<file path="config.mk">
export PLATFORM = sky130hd
export DESIGN_NAME = ram_out_reader
export DESIGN_NICKNAME = d
export VERILOG_FILES = /design/src/rtl/hist_pkg.sv /design/src/rtl/skid_buf2.sv /design/src/rtl/ram_out_reader.sv
export SDC_FILE = /design/constraint.sdc
export NUM_CORES = 1
export LEC_CHECK = 0
export BUFFER_PORTS_ARGS = -buffer_cell sky130_fd_sc_hd__clkbuf_2
export CELL_PAD_IN_SITES_DETAIL_PLACEMENT = 0
export CELL_PAD_IN_SITES_GLOBAL_PLACEMENT = 2
export CORE_MARGIN = 5
export CORE_UTILIZATION = 38
export DETAILED_ROUTE_END_ITERATION = 6
export GPL_ROUTABILITY_DRIVEN = 0
export GPL_TIMING_DRIVEN = 0
export PLACE_DENSITY_LB_ADDON = 0.1
export SYNTH_ARGS = -nofsm -noshare
export SYNTH_HDL_FRONTEND = slang
export SYNTH_SLANG_ARGS = --single-unit
</file>
<file path="constraint.sdc">
create_clock -name clk -period 5.7 [get_ports clk]
set_clock_uncertainty 0.2 [all_clocks]
set_input_delay 0.855 -clock clk [delete_from_list [all_inputs] [get_ports clk]]
set_output_delay 0.855 -clock clk [all_outputs]
set_load 0.1 [all_outputs]
</file>
<file path="src/rtl/hist_pkg.sv">
// Shared constants and FSM encoding for the histogram image path.
// Holds the default frame geometry (W x H) and the derived pixel count and
// address width, plus the reader state type. ram_out_reader and ram_out both
// pull their defaults from here so the frame geometry is defined in one place.
package hist_pkg;

    localparam int W               = 64;
    localparam int H               = 64;
    localparam int TOTAL_PIXEL     = W * H;
    localparam int TOTAL_PIXEL_BIT = $clog2(W * H);

    typedef enum logic [1:0] {
        ST_IDLE  = 2'd0,  // waiting for start
        ST_READ  = 2'd1,  // addresses still to issue
        ST_DRAIN = 2'd2   // all addresses issued, pixels still buffered or in flight
    } rd_state_t;

endpackage

</file>
<file path="src/rtl/skid_buf2.sv">
// Two-entry output buffer with valid/ready handshakes on both sides.
// Ports:
//   clk_i, rst_i         clock, asynchronous active-high reset
//   in_data_i/in_valid_i  write side; in_ready_o high when an entry is free
//                         (or one is being freed by a transfer this cycle)
//   out_data_o/out_valid_o/out_ready_i  read side, AXI-stream style
//   count_o               number of occupied entries (0..2)
// The head entry drives the output directly from a register, so the output
// is stable while stalled.
module skid_buf2 #(
    parameter int DW = 9
) (
    input  logic          clk_i,
    input  logic          rst_i,
    input  logic [DW-1:0] in_data_i,
    input  logic          in_valid_i,
    output logic          in_ready_o,
    output logic [DW-1:0] out_data_o,
    output logic          out_valid_o,
    input  logic          out_ready_i,
    output logic [1:0]    count_o
);

    logic [DW-1:0] head_q, head_d;
    logic [DW-1:0] tail_q, tail_d;
    logic [1:0]    count_q, count_d;
    logic          push, pop;

    assign out_valid_o = (count_q != 2'd0);
    assign out_data_o  = head_q;
    assign count_o     = count_q;
    assign pop         = out_valid_o && out_ready_i;
    assign in_ready_o  = (count_q != 2'd2) || pop;
    assign push        = in_valid_i && in_ready_o;

    always_comb begin
        head_d  = head_q;
        tail_d  = tail_q;
        count_d = count_q;
        case ({push, pop})
            2'b10: begin
                if (count_q == 2'd0) head_d = in_data_i;
                else                 tail_d = in_data_i;
                count_d = count_q + 2'd1;
            end
            2'b01: begin
                // Head only moves when a second entry is behind it.
                if (count_q == 2'd2) head_d = tail_q;
                count_d = count_q - 2'd1;
            end
            2'b11: begin
                if (count_q == 2'd1) begin
                    head_d = in_data_i;
                end else begin
                    head_d = tail_q;
                    tail_d = in_data_i;
                end
            end
            default: ;
        endcase
    end

    always_ff @(posedge clk_i or posedge rst_i) begin
        if (rst_i) begin
            head_q  <= '0;
            tail_q  <= '0;
            count_q <= '0;
        end else begin
            head_q  <= head_d;
            tail_q  <= tail_d;
            count_q <= count_d;
        end
    end

endmodule

</file>
<file path="src/rtl/ram_out_reader.sv">
// Streams one frame out of ram_out as an AXI-stream-like pixel sequence.
// Ports:
//   clk, rst        clock, asynchronous active-high reset
//   start           one-cycle request to stream a frame (ignored while busy)
//   rd_addr         ram_out read address (ascending 0..TOTAL_PIXEL-1)
//   rd_data         ram_out read data, valid one cycle after rd_addr
//   out_data        streamed pixel
//   out_valid       out_data holds a valid pixel
//   out_ready       downstream accept
//   out_last        marks the pixel from address TOTAL_PIXEL-1
//   busy            frame in progress
//   done            one-cycle pulse after the out_last transfer
// Reads are issued only when the 2-entry buffer can hold the result, so a
// stalled consumer never loses the pixel already in flight from the RAM.
module ram_out_reader #(
    parameter int W               = hist_pkg::W,
    parameter int H               = hist_pkg::H,
    parameter int TOTAL_PIXEL     = W * H,
    parameter int TOTAL_PIXEL_BIT = $clog2(W * H)
) (
    input  logic                       clk,
    input  logic                       rst,
    input  logic                       start,
    output logic [TOTAL_PIXEL_BIT-1:0] rd_addr,
    input  logic [7:0]                 rd_data,
    output logic [7:0]                 out_data,
    output logic                       out_valid,
    input  logic                       out_ready,
    output logic                       out_last,
    output logic                       busy,
    output logic                       done
);

    import hist_pkg::*;

    localparam logic [TOTAL_PIXEL_BIT-1:0] LAST_ADDR = TOTAL_PIXEL_BIT'(TOTAL_PIXEL - 1);

    rd_state_t                  state_q, state_d;
    logic [TOTAL_PIXEL_BIT-1:0] addr_q, addr_d;
    logic                       inflight_q, inflight_d;
    logic                       inflight_last_q, inflight_last_d;
    logic                       done_q, done_d;

    logic       sb_in_ready;
    logic [8:0] sb_out_data;
    logic       sb_out_valid;
    logic [1:0] sb_count;
    logic       xfer;
    logic [2:0] occupancy;
    logic       can_issue;

    skid_buf2 #(.DW(9)) u_skid (
        .clk_i       (clk),
        .rst_i       (rst),
        .in_data_i   ({inflight_last_q, rd_data}),
        .in_valid_i  (inflight_q),
        .in_ready_o  (sb_in_ready),
        .out_data_o  (sb_out_data),
        .out_valid_o (sb_out_valid),
        .out_ready_i (out_ready),
        .count_o     (sb_count)
    );

    assign xfer      = sb_out_valid && out_ready;
    // Buffered + in-flight pixels after this cycle's transfer; xfer implies
    // sb_count >= 1, so the subtraction never underflows.
    assign occupancy = {1'b0, sb_count} + {2'b00, inflight_q} - {2'b00, xfer};
    assign can_issue = sb_in_ready && (occupancy < 3'd2);

    always_comb begin
        state_d         = state_q;
        addr_d          = addr_q;
        inflight_d      = 1'b0;
        inflight_last_d = 1'b0;
        done_d          = 1'b0;
        case (state_q)
            ST_IDLE: begin
                if (start) begin
                    state_d = ST_READ;
                    addr_d  = '0;
                end
            end
            ST_READ: begin
                if (can_issue) begin
                    inflight_d      = 1'b1;
                    inflight_last_d = (addr_q == LAST_ADDR);
                    // Hold at the last address rather than wrapping to 0.
                    if (addr_q == LAST_ADDR) state_d = ST_DRAIN;
                    else                     addr_d  = addr_q + 1'b1;
                end
            end
            ST_DRAIN: begin
                if (xfer && out_last) begin
                    state_d = ST_IDLE;
                    done_d  = 1'b1;
                end
            end
            default: state_d = ST_IDLE;
        endcase
    end

    always_ff @(posedge clk or posedge rst) begin
        if (rst) begin
            state_q         <= ST_IDLE;
            addr_q          <= '0;
            inflight_q      <= 1'b0;
            inflight_last_q <= 1'b0;
            done_q          <= 1'b0;
        end else begin
            state_q         <= state_d;
            addr_q          <= addr_d;
            inflight_q      <= inflight_d;
            inflight_last_q <= inflight_last_d;
            done_q          <= done_d;
        end
    end

    assign rd_addr   = addr_q;
    assign out_data  = sb_out_data[7:0];
    assign out_valid = sb_out_valid;
    assign out_last  = sb_out_data[8] && sb_out_valid;
    assign busy      = (state_q != ST_IDLE);
    assign done      = done_q;

endmodule

</file>
== Word-level counts from Yosys, hierarchy flattened ==
Cells that the tools add are included.

* Eq/ne operators: 18
* Order comparisons: 1
* Muxes and demuxes: 23
* $add $sub $neg: 5
* Reduce and logical (&&, ||, !) cells: 18

{| class="wikitable"
|+ Operator list
! kind !! count
|-
| 2-to-1 mux 9 bit || 5
|-
| 2-to-1 mux 12 bit || 3
|-
| case mux 9 bit (3 select lines) || 1
|-
| case mux 12 bit (2 select lines) || 1
|-
| case mux 9 bit (2 select lines) || 1
|-
| != test 2 bit (second input constant) || 8
|-
| adder 12 x 1 -> 12 bit (second input constant) || 1
|-
| == test 12 bit (second input constant) || 1
|-
| nonzero test 2 bit || 5
|-
| == test 2 bit (second input constant) || 4
|-
| 2-to-1 mux 2 bit || 4
|-
| AND reduction 4 bit || 2
|-
| == test 2 x 1 -> 1 bit (second input constant) || 3
|-
| 2-to-1 mux 1 bit || 6
|-
| case mux 2 bit (3 select lines) || 1
|-
| AND reduction 3 bit || 2
|-
| logical AND 1 bit || 5
|-
| logical NOT 2 bit || 2
|-
| != test 2 x 1 -> 1 bit (second input constant) || 2
|-
| case mux 2 bit (2 select lines) || 1
|-
| adder 2 x 1 -> 3 bit || 1
|-
| less-than comparator 3 x 2 -> 1 bit (second input constant) || 1
|-
| nonzero test 3 bit || 1
|-
| subtractor 3 x 1 -> 3 bit || 1
|-
| other kinds (3) || 3
|}

* Word-level logic and storage cells: 73
* Register bits: 37
* Bits of input ports: 12

== Depth between registers and ports, before layout ==
Gate-level depths: netlist (run 1).

* Depth after elaboration: 7
* Mapped depth: 13
* Mapped depth without buffers: 12

== Cells and area by module ==
From an unflattened synthesis (run 1), not the netlist that was laid out.

* Cells, all modules: 196
* Area, all modules: 2079.5 sq um

{| class="wikitable"
|+ Modules (own cells, without submodules)
! module !! instances !! sequential area each (sq um) !! cells each !! area an instance (sq um)
|-
| ram_out_reader || 1 || 425.4 || 101 || 1051.0
|-
| skid_buf2 || 1 || 500.5 || 95 || 1028.5
|}

== Least setup slack after synthesis (run 1) ==
No wires, ideal clock.

* Path type: reg-to-output
* Start point: register u_skid.count_q[1], in the netlist u_skid.count_o[1]
* End point: output port out_last
* Data arrival time: 2.186 ns
* Data required time: 4.645 ns
* Buffers on the path: 0
* Setup slack: 2.459 ns
* Cell stages (with the launch flop): 4
* Cell sequence: dfrtp_1 inv_1 ha_1 nor2b_1

* Word-level cells in the longest chain between the ends: 2

{| class="wikitable"
|+ RTL lines
! element !! RTL line !! text
|-
| start: declaration || skid_buf2.sv:26 || <nowiki>logic [1:0] count_q, count_d;</nowiki>
|-
| start signal: assignment || skid_buf2.sv:71 || <nowiki>count_q <= count_d;</nowiki>
|-
| nonzero test 2 bit || skid_buf2.sv:29 || <nowiki>assign out_valid_o = (count_q != 2'd0);</nowiki>
|-
| logical AND 1 bit || ram_out_reader.sv:121 || <nowiki>assign out_last = sb_out_data[8] && sb_out_valid;</nowiki>
|-
| end: declaration || ram_out_reader.sv:29 || <nowiki>output logic out_last,</nowiki>
|}

Every way passes these cells.

== Worst setup path in the final report (run 1) ==
* Start point: register u_skid.count_q[1], in the netlist u_skid.count_o[1]
* End point: register addr_q[1], in the netlist rd_addr[1]

* Word-level cells in the longest chain between the ends: 7
* Elaborated cells on any way between the ends: 10
* Classes of those cells: add/sub (2); order compare (1); eq/ne (2); reduce/logical (5)

{| class="wikitable"
|+ RTL lines
! element !! RTL line !! text
|-
| branches (longest 4 deep; another with adder 2 x 1 -> 3 bit) || -- ||
|-
| logical AND 1 bit * || ram_out_reader.sv:68 || <nowiki>assign can_issue = sb_in_ready && (occupancy < 3'd2);</nowiki>
|-
| != test 2 bit (no line) * || -- ||
|-
| AND reduction 4 bit (no line) * || -- ||
|-
| end signal: assignment || ram_out_reader.sv:111 || <nowiki>addr_q <= addr_d;</nowiki>
|-
| end: declaration || ram_out_reader.sv:39 || <nowiki>logic [TOTAL_PIXEL_BIT-1:0] addr_q, addr_d;</nowiki>
|}

Every way passes the cells marked *.
A chain may end at the register's enable or synchronous reset.

==> impl_metrics.json, run 1 <==
{
  "grt_usage": 0.150,
  "tightestPinTransition_ps": 815,
  "ios": 36,
  "async_flop_share": 1.00,
  "die_y_um": 82.8,
  "wl_per_cell_um": 15.3,
  "setup_slack_ps": 2340,
  "yosys_warnings": 0,
  "required_ps": 5710,
  "syn_area_um2": 2010,
  "synth_top_family_by_area": "compound AO/OA/AOI/OAI gates",
  "die_w_um": 82.8,
  "clk_pin_slew_worst_paths_ps": 70,
  "initial_core_util": 0.392,
  "grt_pass1_vias": 1599,
  "critPathMaxFanout": 10,
  "cts-resized-gates": 0,
  "synth_xor_area_frac": 0.0124,
  "synth_fa_ha_area_frac": 0.0410,
  "drive_gt1_frac": 0.343,
  "synthMuxAreaShare": 0.100,
  "finalNetCount": 247,
  "post-dp-hpwl_um": 3190,
  "worstSetupStartpointType": "flip-flop",
  "synth_ff_type": "dfrtp_1",
  "diodes": 0,
  "final_common_cell": "dfrtp_1",
  "multi_input_area_um2": 958,
  "synth_area_per_cell_um2": 10.8,
  "antenna_left": 0,
  "rsz0062_at_grt": "no",
  "finalSetupTns_ps": 0,
  "synth_compound_area_frac": 0.186,
  "root_buffer": "clkbuf_8",
  "grt_max_degree": 38,
  "cts.sinks": 37,
  "fp-row-count": 26,
  "slew_headroom": 0.456,
  "cts_tree": "built",
  "drc": 0,
  "grt_pass1_wl_um": 7700,
  "drv_slew": 0,
  "postCtsSetupBuffers": 0,
  "hold_viol": 0,
  "dr_total_vias": 1563,
  "cts-buffers-inserted": 5,
  "syn_nets": 205,
  "htreeDepth": 2,
  "ys_types": 50,
  "dieArea_um2": 6850,
  "core_area_um2": 5140,
  "period_share": 0.590,
  "io_buffer_count": 35,
  "setup_viol": 0,
  "maxCapViolCount": 0,
  "crit_type": "reg2reg",
  "viasPerCell": 5.21,
  "synthSimpleGateAreaFrac": 0.137,
  "status": "complete, no violations",
  "overflow": 0,
  "drt_iter0_drc": 78,
  "area_growth_pct": 17.3,
  "critPathArrivalTime_ps": 3380,
  "ys_seq_area_frac": 0.460,
  "fill_cells": 524,
  "hold_buffers": 0,
  "drt-total-wl_um": 4580,
  "ys_seq_elements": 37,
  "fin_crit_ps": 3360,
  "layout_common_cells": "37 x dfrtp_1, 35 x clkbuf_2, 15 x a21oi_1",
  "firstDrtPassIters": 4,
  "max_freq_mhz": 297,
  "regArea_um2": 926,
  "hp-class": "reg2reg",
  "synthCells": 187,
  "cts_buffer_depth": 2,
  "place_ws_ps": 2300,
  "clk_latency_ps": 290,
  "cp-end-kind": "flip-flop",
  "antenna_found_initial": 0,
  "synth_edf_count": 0
}
[final timing paths]
kind | endpoint | from | slack [ps] | cells after the start
max | rd_addr[1]$_DFFE_PP0P_ | u_skid.count_o[1]$_DFFE_PP0P_ | 2340 | 12
min | u_skid.tail_q[8]$_DFFE_PP0P_ | u_skid.tail_q[8]$_DFFE_PP0P_ | 310 | 1
max reg2reg | rd_addr[1]$_DFFE_PP0P_ | u_skid.count_o[1]$_DFFE_PP0P_ | 2340 | 12
min reg2reg | u_skid.tail_q[8]$_DFFE_PP0P_ | u_skid.tail_q[8]$_DFFE_PP0P_ | 310 | 1
max in group asynchronous | u_skid.tail_q[6]$_DFFE_PP0P_ | rst | 4280 | 2
min in group asynchronous | rd_addr[8]$_DFFE_PP0P_ | rst | 500 | 2
[cells by family after synthesis]
family,Yosys count
AO/OA/AOI/OAI,49
adder cells (fa/ha/maj),6
buffers and inverters,22
multiplexers,19
AND/OR/NAND/NOR,52
XOR/XNOR,2
flip-flops,37
[synth_stat cells, types with 2 or more instances]
library cell	count	share of area
dfrtp_1	37	0.46
nor3b_1	2	0.0075
mux2i_1	10	0.050
buf_4	8	0.030
o22a_1	5	0.022
nand2_1	12	0.022
o21ai_0	9	0.022
mux2_2	9	0.050
a31oi_1	4	0.012
nor3_1	5	0.012
nor2_1	12	0.022
nor4_1	2	0.0062
nand2b_1	2	0.0062
a21oi_1	15	0.037
inv_2	2	0.0037
nand3_1	5	0.012
buf_6	2	0.011
a21o_1	3	0.011
inv_1	8	0.015
ha_1	5	0.031
[layer usage]
metal | global-route usage | up-vias | routed length [um]
li1 | - | 758 | -
met1 | 0.182 | 758 | 2000
met2 | 0.256 | 42 | 2300
met3 | 0.0464 | 5 | 229
met4 | 0.0458 | 0 | 48
met5 | 0 | - | 0
[worst max-delay path, stage by stage (launching register included)]
cell and delay [ps]:
dfrtp_1 490, inv_1 120, ha_1 270, nand2b_2 260
inv_2 140, ha_1 240, nand2b_1 150, fa_1 420
xnor2_2 210, o2111ai_4 150, buf_6 180, a32oi_4 240
mux2i_1 220
[per-stage QoR]
| step | util | instance area, um^2 | cells | hold WS (ps) |
|---|---|---|---|---|
| final | 0.460 | 2360 | 300 | 311 |
| after global routing | 0.460 | 2360 | 300 | 336 |
| after CTS | 0.460 | 2360 | 300 | 313 |
| after detailed placement | 0.443 | 2280 | 292 | 297 |
| after global placement | 0.443 | 2280 | 292 | 285 |
| after floorplan | - | 2010 | 187 | 279 |
[state kept, by name, indices dropped and copies added, names as in the netlist]
signal             cells
state_q                2
u_skid.tail_q          9
u_skid.out_data_o      9
inflight_last_q        1
rd_addr               12
u_skid.count_o         2
inflight_q             1
done                   1
[layout make-up]
type | count | area share
multi-input combinational | 128 | 0.406
sequential | 37 | 0.392
timing repair buffer | 35 | 0.0742
buffer | 12 | 0.0387
tap | 70 | 0.0371
clock buffer | 5 | 0.0291
inverter | 10 | 0.0159
clock inverter | 3 | 0.00742
Power of run 1 is left out: the tool's default activity adds up to more than one toggle a clock period on the data nets, which glitch-free logic cannot reach.
==> inputs of run 2 (changes only) <==
ABC_AREA = 1   (was default)
CORE_UTILIZATION = 32   (was 38)
clock period = 3.5 ns   (was 5.7 ns; I/O delays follow)
==> run 2 against run 1 <==
Against the previous run: hold slack got worse by 140 ps; setup slack worse by 2100 ps; wire length increased by 15%; die area increased by 23%; highest routed layer unchanged; synthesized area rose by 6.0%; sequential cell count is the same; utilization decreased by 6.1 points; maximum frequency up 3.3%.
==> impl_metrics.json, run 2 <==
{
  "status": "complete, no violations",
  "setup_viol": 0,
  "drt_iter0_drc": 53,
  "slew_headroom": 0.452,
  "finalSetupTns_ps": 0,
  "die_y_um": 91.7,
  "layout_common_cells": "92 x nand2_1, 36 x dfrtp_1, 35 x clkbuf_2",
  "critPathMaxFanout": 10,
  "yosys.area.top_type": "dfrtp_1",
  "cts.sinks": 37,
  "grt_pass1_vias": 1875,
  "multi_input_area_um2": 997,
  "syn_nets": 303,
  "vdd_drop_max_mv": 0.480,
  "final_area_um2": 2560,
  "area_growth_pct": 20.0,
  "ys_seq_area_frac": 0.434,
  "dr_total_vias": 1873,
  "ios": 36,
  "antenna_left": 0,
  "crit_type": "reg2reg",
  "overflow": 0,
  "yosys-top-cells-area": "dfrtp_1 43%, nand2_1 16%, inv_1 5.5%",
  "core_area_um2": 6420,
  "crit_family": "adder cells",
  "initial_core_util": 0.332,
  "fp-row-count": 29,
  "cp-end-kind": "flip-flop",
  "drt-total-wl_um": 5260,
  "final_common_cell": "nand2_1",
  "synth.top_cell.area_share": 0.434,
  "place_ws_ps": 43.6,
  "hp-class": "in2async",
  "post-dp-hpwl_um": 3650,
  "drc": 0,
  "wl_per_cell_um": 12.9,
  "period_share": 0.930,
  "worstPathCellList": "inv_2 -> ha_4 -> inv_4 -> nand2_2 -> inv_2 -> buf_4 -> ha_1 -> or2_2 -> fa_1 -> inv_1 -> a21oi_2 -> nand3_2 -> a21oi_4 -> nand2_2 -> buf_6 -> nand2_1 -> nand2_1",
  "largest_register_ffs": 12,
  "max_freq_mhz": 307,
  "tightestPinTransition_ps": 820,
  "worstSetupStartpointType": "flip-flop",
  "synth_common_cells": "92 x nand2_1, 37 x dfrtp_1, 31 x inv_1",
  "fill_cells": 701,
  "async_flop_share": 1.00,
  "maxCapViolCount": 0,
  "die_w_um": 91.7,
  "fin_crit_ps": 3260,
  "syn_area_um2": 2130,
  "regArea_um2": 927,
  "hold_buffers": 0,
  "slowest_stage": "fa_1",
  "dpl_cell_area_um2": 2410,
  "ys_types": 30,
  "grt_max_degree": 38,
  "viasPerCell": 4.58,
  "cts_tree": "built",
  "p_per_area_nw_per_um2": 999,
  "rsz0062_at_grt": "no",
  "drive_gt1_frac": 0.256,
  "synthCells": 285,
  "firstDrtPassIters": 4,
  "hold_viol": 0,
  "synth_ff_type": "dfrtp_1",
  "cts-buffers-inserted": 5,
  "clk_pin_slew_worst_paths_ps": 80,
  "io_buffer_count": 35,
  "finalNetCount": 349,
  "grt_pass1_wl_um": 8930,
  "synth_area_per_cell_um2": 7.49,
  "htreeDepth": 2,
  "cpPeakStageDelay_ps": 480,
  "grt_usage": 0.133,
  "drv_slew": 0,
  "synth_edf_count": 0,
  "critPathArrivalTime_ps": 3240,
  "clk_latency_ps": 290,
  "ys_seq_elements": 37,
  "diodes": 0,
  "leakagePower_nw": 1.32,
  "cts_buffer_depth": 2,
  "finalNonFillerCells": 409,
  "root_buffer": "clkbuf_8",
  "setup_slack_ps": 244,
  "path_buf_inv": 6,
  "yosys_warnings": 0,
  "antenna_found_initial": 0,
  "dp_cells": 397,
  "required_ps": 3490,
  "yosysMostFrequentCell": "nand2_1",
  "dieArea_um2": 8400
}
## run 2: cell families (layout without fill, tap and decap cells)
group	Yosys count	count (layout)	synth area share
adders and majority gates	6	6	0.0387
and+or+nand+nor	157	157	0.314
DFF	37	37	0.434
buffers and inverters	50	97	0.113
AOI/OAI and AO/OA	32	32	0.0885
xor gates and xnor gates	3	3	0.0123
## run 2: path summary, 6_finish.rpt
check,startpoint,to,slack [ps],cells after the start
min,rst,u_skid.out_data_o[4]$_DFFE_PP0P_,170,2
max,u_skid.count_o[1]$_DFFE_PP0P_,rd_addr[0]$_DFFE_PP0P_,240,17
min in group clk,rd_data[1],u_skid.tail_q[1]$_DFFE_PP0P_,260,3
min reg2reg,u_skid.tail_q[2]$_DFFE_PP0P_,u_skid.tail_q[2]$_DFFE_PP0P_,300,2
max in group asynchronous,rst,u_skid.count_o[1]$_DFFE_PP0P_,2370,2
max reg2reg,u_skid.count_o[1]$_DFFE_PP0P_,rd_addr[0]$_DFFE_PP0P_,240,17
## run 2: repair_timing
action,in CTS,in global routing
resized for setup,0,13
setup buffers,0,3
endpoints found under the hold margin,0,0
setup endpoints to repair,0,13
## run 2: per-stage QoR
step / power, mW / hold slack [ps] / util
after floorplan: 1.88 / 254 / -
after global placement: 2.14 / 269 / 0.375
after detailed placement: 2.15 / 275 / 0.375
after CTS: 2.47 / 215 / 0.389
after global routing: 2.77 / 244 / 0.399
final: 2.56 / 172 / 0.399
## run 2: final cells by class
cell class | count | share of cell area
plain buffers | 15 | 0.0449
clock buffers | 6 | 0.0283
clock inverters | 2 | 0.00586
inverters | 35 | 0.0522
multi-input cells | 198 | 0.389
flip-flops and latches | 37 | 0.362
well taps | 77 | 0.0376
repair buffers | 39 | 0.0801
## run 2: power breakdown
group,switching (mW),internal [mW]
sequential,0.0893,0.562
combinational,1.13,0.465
clock,0.170,0.141
## run 2: layer usage
layer / track usage / part of all wire / vias to the layer above
li1: - / - / 977
met1: 0.177 / 0.50 / 860
met2: 0.218 / 0.45 / 31
met3: 0.0311 / 0.037 / 5
met4: 0.0377 / 0.012 / 0
met5: 0 / 0 / -
(Power assumes the default switching activity.)
==> inputs of run 3 (changes only) <==
CELL_PAD_IN_SITES_DETAIL_PLACEMENT = 1   (was 0)
CELL_PAD_IN_SITES_GLOBAL_PLACEMENT = 1   (was 2)
CORE_UTILIZATION = 28   (was 32)
==> run 3 against run 2 <==
Against the previous run: sequential share of layout area decreased by 1.7 points; cell count increased by 6.8%; die area increased by 13%; setup slack got worse by 6.4 ps; clock power increased by 45%; critical path type unchanged; highest routed layer unchanged.
==> impl_metrics.json, run 3 (same netlist as run 2, synthesis figures left out) <==
{
  "worstSetupStartpointType": "flip-flop",
  "leakagePower_nw": 1.38,
  "layout_common_cells": "92 x nand2_1, 36 x dfrtp_1, 35 x clkbuf_2",
  "htreeDepth": 2,
  "r2r_slack_ps": 240,
  "critPathMaxFanout": 10,
  "critPathArrivalTime_ps": 3290,
  "r2r_end": "rd_addr[2]$_DFFE_PP0P_",
  "io_buffer_count": 35,
  "dieArea_um2": 9470,
  "dr_total_vias": 1930,
  "clk_latency_ps": 290,
  "wl_per_cell_um": 12.9,
  "fp-row-count": 31,
  "cp-end-kind": "flip-flop",
  "p_switching_mw": 1.42,
  "cts_buffer_depth": 2,
  "overflow": 0,
  "slew_headroom": 0.447,
  "ios": 36,
  "drv_slew": 0,
  "worstPathCellList": "inv_4 -> ha_4 -> inv_4 -> nand2_2 -> inv_2 -> buf_4 -> ha_1 -> or2_2 -> fa_1 -> inv_1 -> a21oi_2 -> nand3_2 -> nand2_1 -> nand2_1 -> nor2_4 -> buf_6 -> nand2_1 -> nand2_1",
  "slowest_stage": "fa_1",
  "hp-class": "in2async",
  "finalSetupTns_ps": 0,
  "clk_pin_slew_worst_paths_ps": 80,
  "antenna_left": 0,
  "die_w_um": 97.3,
  "viasPerCell": 4.42,
  "period_share": 0.932,
  "diodes": 0,
  "core_area_um2": 7330,
  "p_per_area_nw_per_um2": 1040,
  "cts_tree": "built",
  "cp_common_cell": "nand2_1",
  "cts-buffers-inserted": 5,
  "cts.sinks": 37,
  "drc": 0,
  "maxCapViolCount": 0,
  "grt_pass1_vias": 2025,
  "hold_viol": 0,
  "combPwrFrac": 0.605,
  "firstDrtPassIters": 4,
  "status": "complete, no violations",
  "grt_usage": 0.126,
  "utilization": 0.367,
  "fin_crit_ps": 3260,
  "reg2regPathDepth": 18,
  "root_buffer": "clkbuf_8",
  "internal_power_mw": 1.37,
  "setup_viol": 0,
  "drt_iter0_drc": 36,
  "r2r_start": "u_skid.count_o[1]$_DFFE_PP0P_",
  "grt_max_degree": 38,
  "area_growth_pct": 25.9,
  "die_y_um": 97.3,
  "seqPwrFrac": 0.233,
  "initial_core_util": 0.291,
  "drt-total-wl_um": 5640,
  "drive_gt1_frac": 0.272,
  "clkPwrFrac": 0.162,
  "final_common_cell": "nand2_1",
  "finalNetCount": 355,
  "cpPeakStageDelay_ps": 480,
  "required_ps": 3530,
  "switching_share": 0.508,
  "grt_pass1_wl_um": 9860,
  "antenna_found_initial": 0,
  "post-dp-hpwl_um": 4030,
  "largest_register_ffs": 12,
  "crit_type": "reg2reg",
  "tightestPinTransition_ps": 828,
  "vdd_drop_max_mv": 0.285,
  "max_freq_mhz": 307
}
## run 3: metrics by stage
step	cell area, um^2	hold WS, ps	worst slack (ps)	std cells	total power [mW]
3_5_place_dp	2440	279	-59.6	419	2.17
3_3_place_gp	2440	269	-24.1	419	2.15
5_1_grt	2690	248	-2.76	437	3.01
6_report	2690	175	238	437	2.79
2_1_floorplan	2140	254	101	285	1.88
4_1_cts	2590	213	15.1	427	2.66
## run 3: repair_timing
item                                    CTS  global route
endpoints found under the setup margin   10            13
gates resized for setup                   4            10
pin swaps                                 0             3
hold buffers                              0             0
cloned                                    0             1
setup buffers                             0             9
## run 3: critical path: cells and delay by family, from the launching register on
kind | cells | cell delay, ps
adder cells (fa/ha/maj) | 3 | 900
AND/OR/NAND/NOR | 8 | 1000
buffers and inverters | 6 | 540
flip-flops | 1 | 440
AO/OA/AOI/OAI | 1 | 110
## run 3: how the worst max path moves through the flow
stage | from | end | slack, ps | cells after the start
after CTS | u_skid.count_o[1]$_DFFE_PP0P_ | rd_addr[10]$_DFFE_PP0P_ | 20 | 18
after detailed placement | u_skid.count_o[1]$_DFFE_PP0P_ | rd_addr[10]$_DFFE_PP0P_ | -60 | 18
final | u_skid.count_o[1]$_DFFE_PP0P_ | rd_addr[2]$_DFFE_PP0P_ | 240 | 18
after global routing | u_skid.count_o[1]$_DFFE_PP0P_ | rd_addr[7]$_DFFE_PP0P_ | -3 | 18
after global placement | u_skid.count_o[1]$_DFFE_PP0P_ | rd_addr[8]$_DFFE_PP0P_ | -20 | 18
after floorplan | u_skid.count_o[1]$_DFFE_PP0P_ | rd_addr[7]$_DFFE_PP0P_ | 100 | 17
## run 3: area by class of cell
type,instances,area [um^2]
Timing Repair Buffer,45,254
Tap cell,99,124
Multi-Input combinational cell,198,997
Clock inverter,3,65.1
Sequential cell,37,927
Buffer,15,115
Fill cell,937,4640
Inverter,35,136
Clock buffer,5,68.8
## run 3: power groups by stage
stage	clock, mW	sequential, mW	combinational [mW]
floorplan	0	0.692	1.19
global placement	0	0.654	1.50
detailed placement	0	0.659	1.51
CTS	0.471	0.650	1.54
global route	0.485	0.669	1.86
finish	0.452	0.651	1.69
## run 3: layer usage
metal,global-route usage,wire (um),vias to the layer above
met5,0,0,-
met4,0.0351,61,0
met3,0.0266,161,5
met2,0.219,2820,26
met1,0.158,2590,902
li1,-,-,997
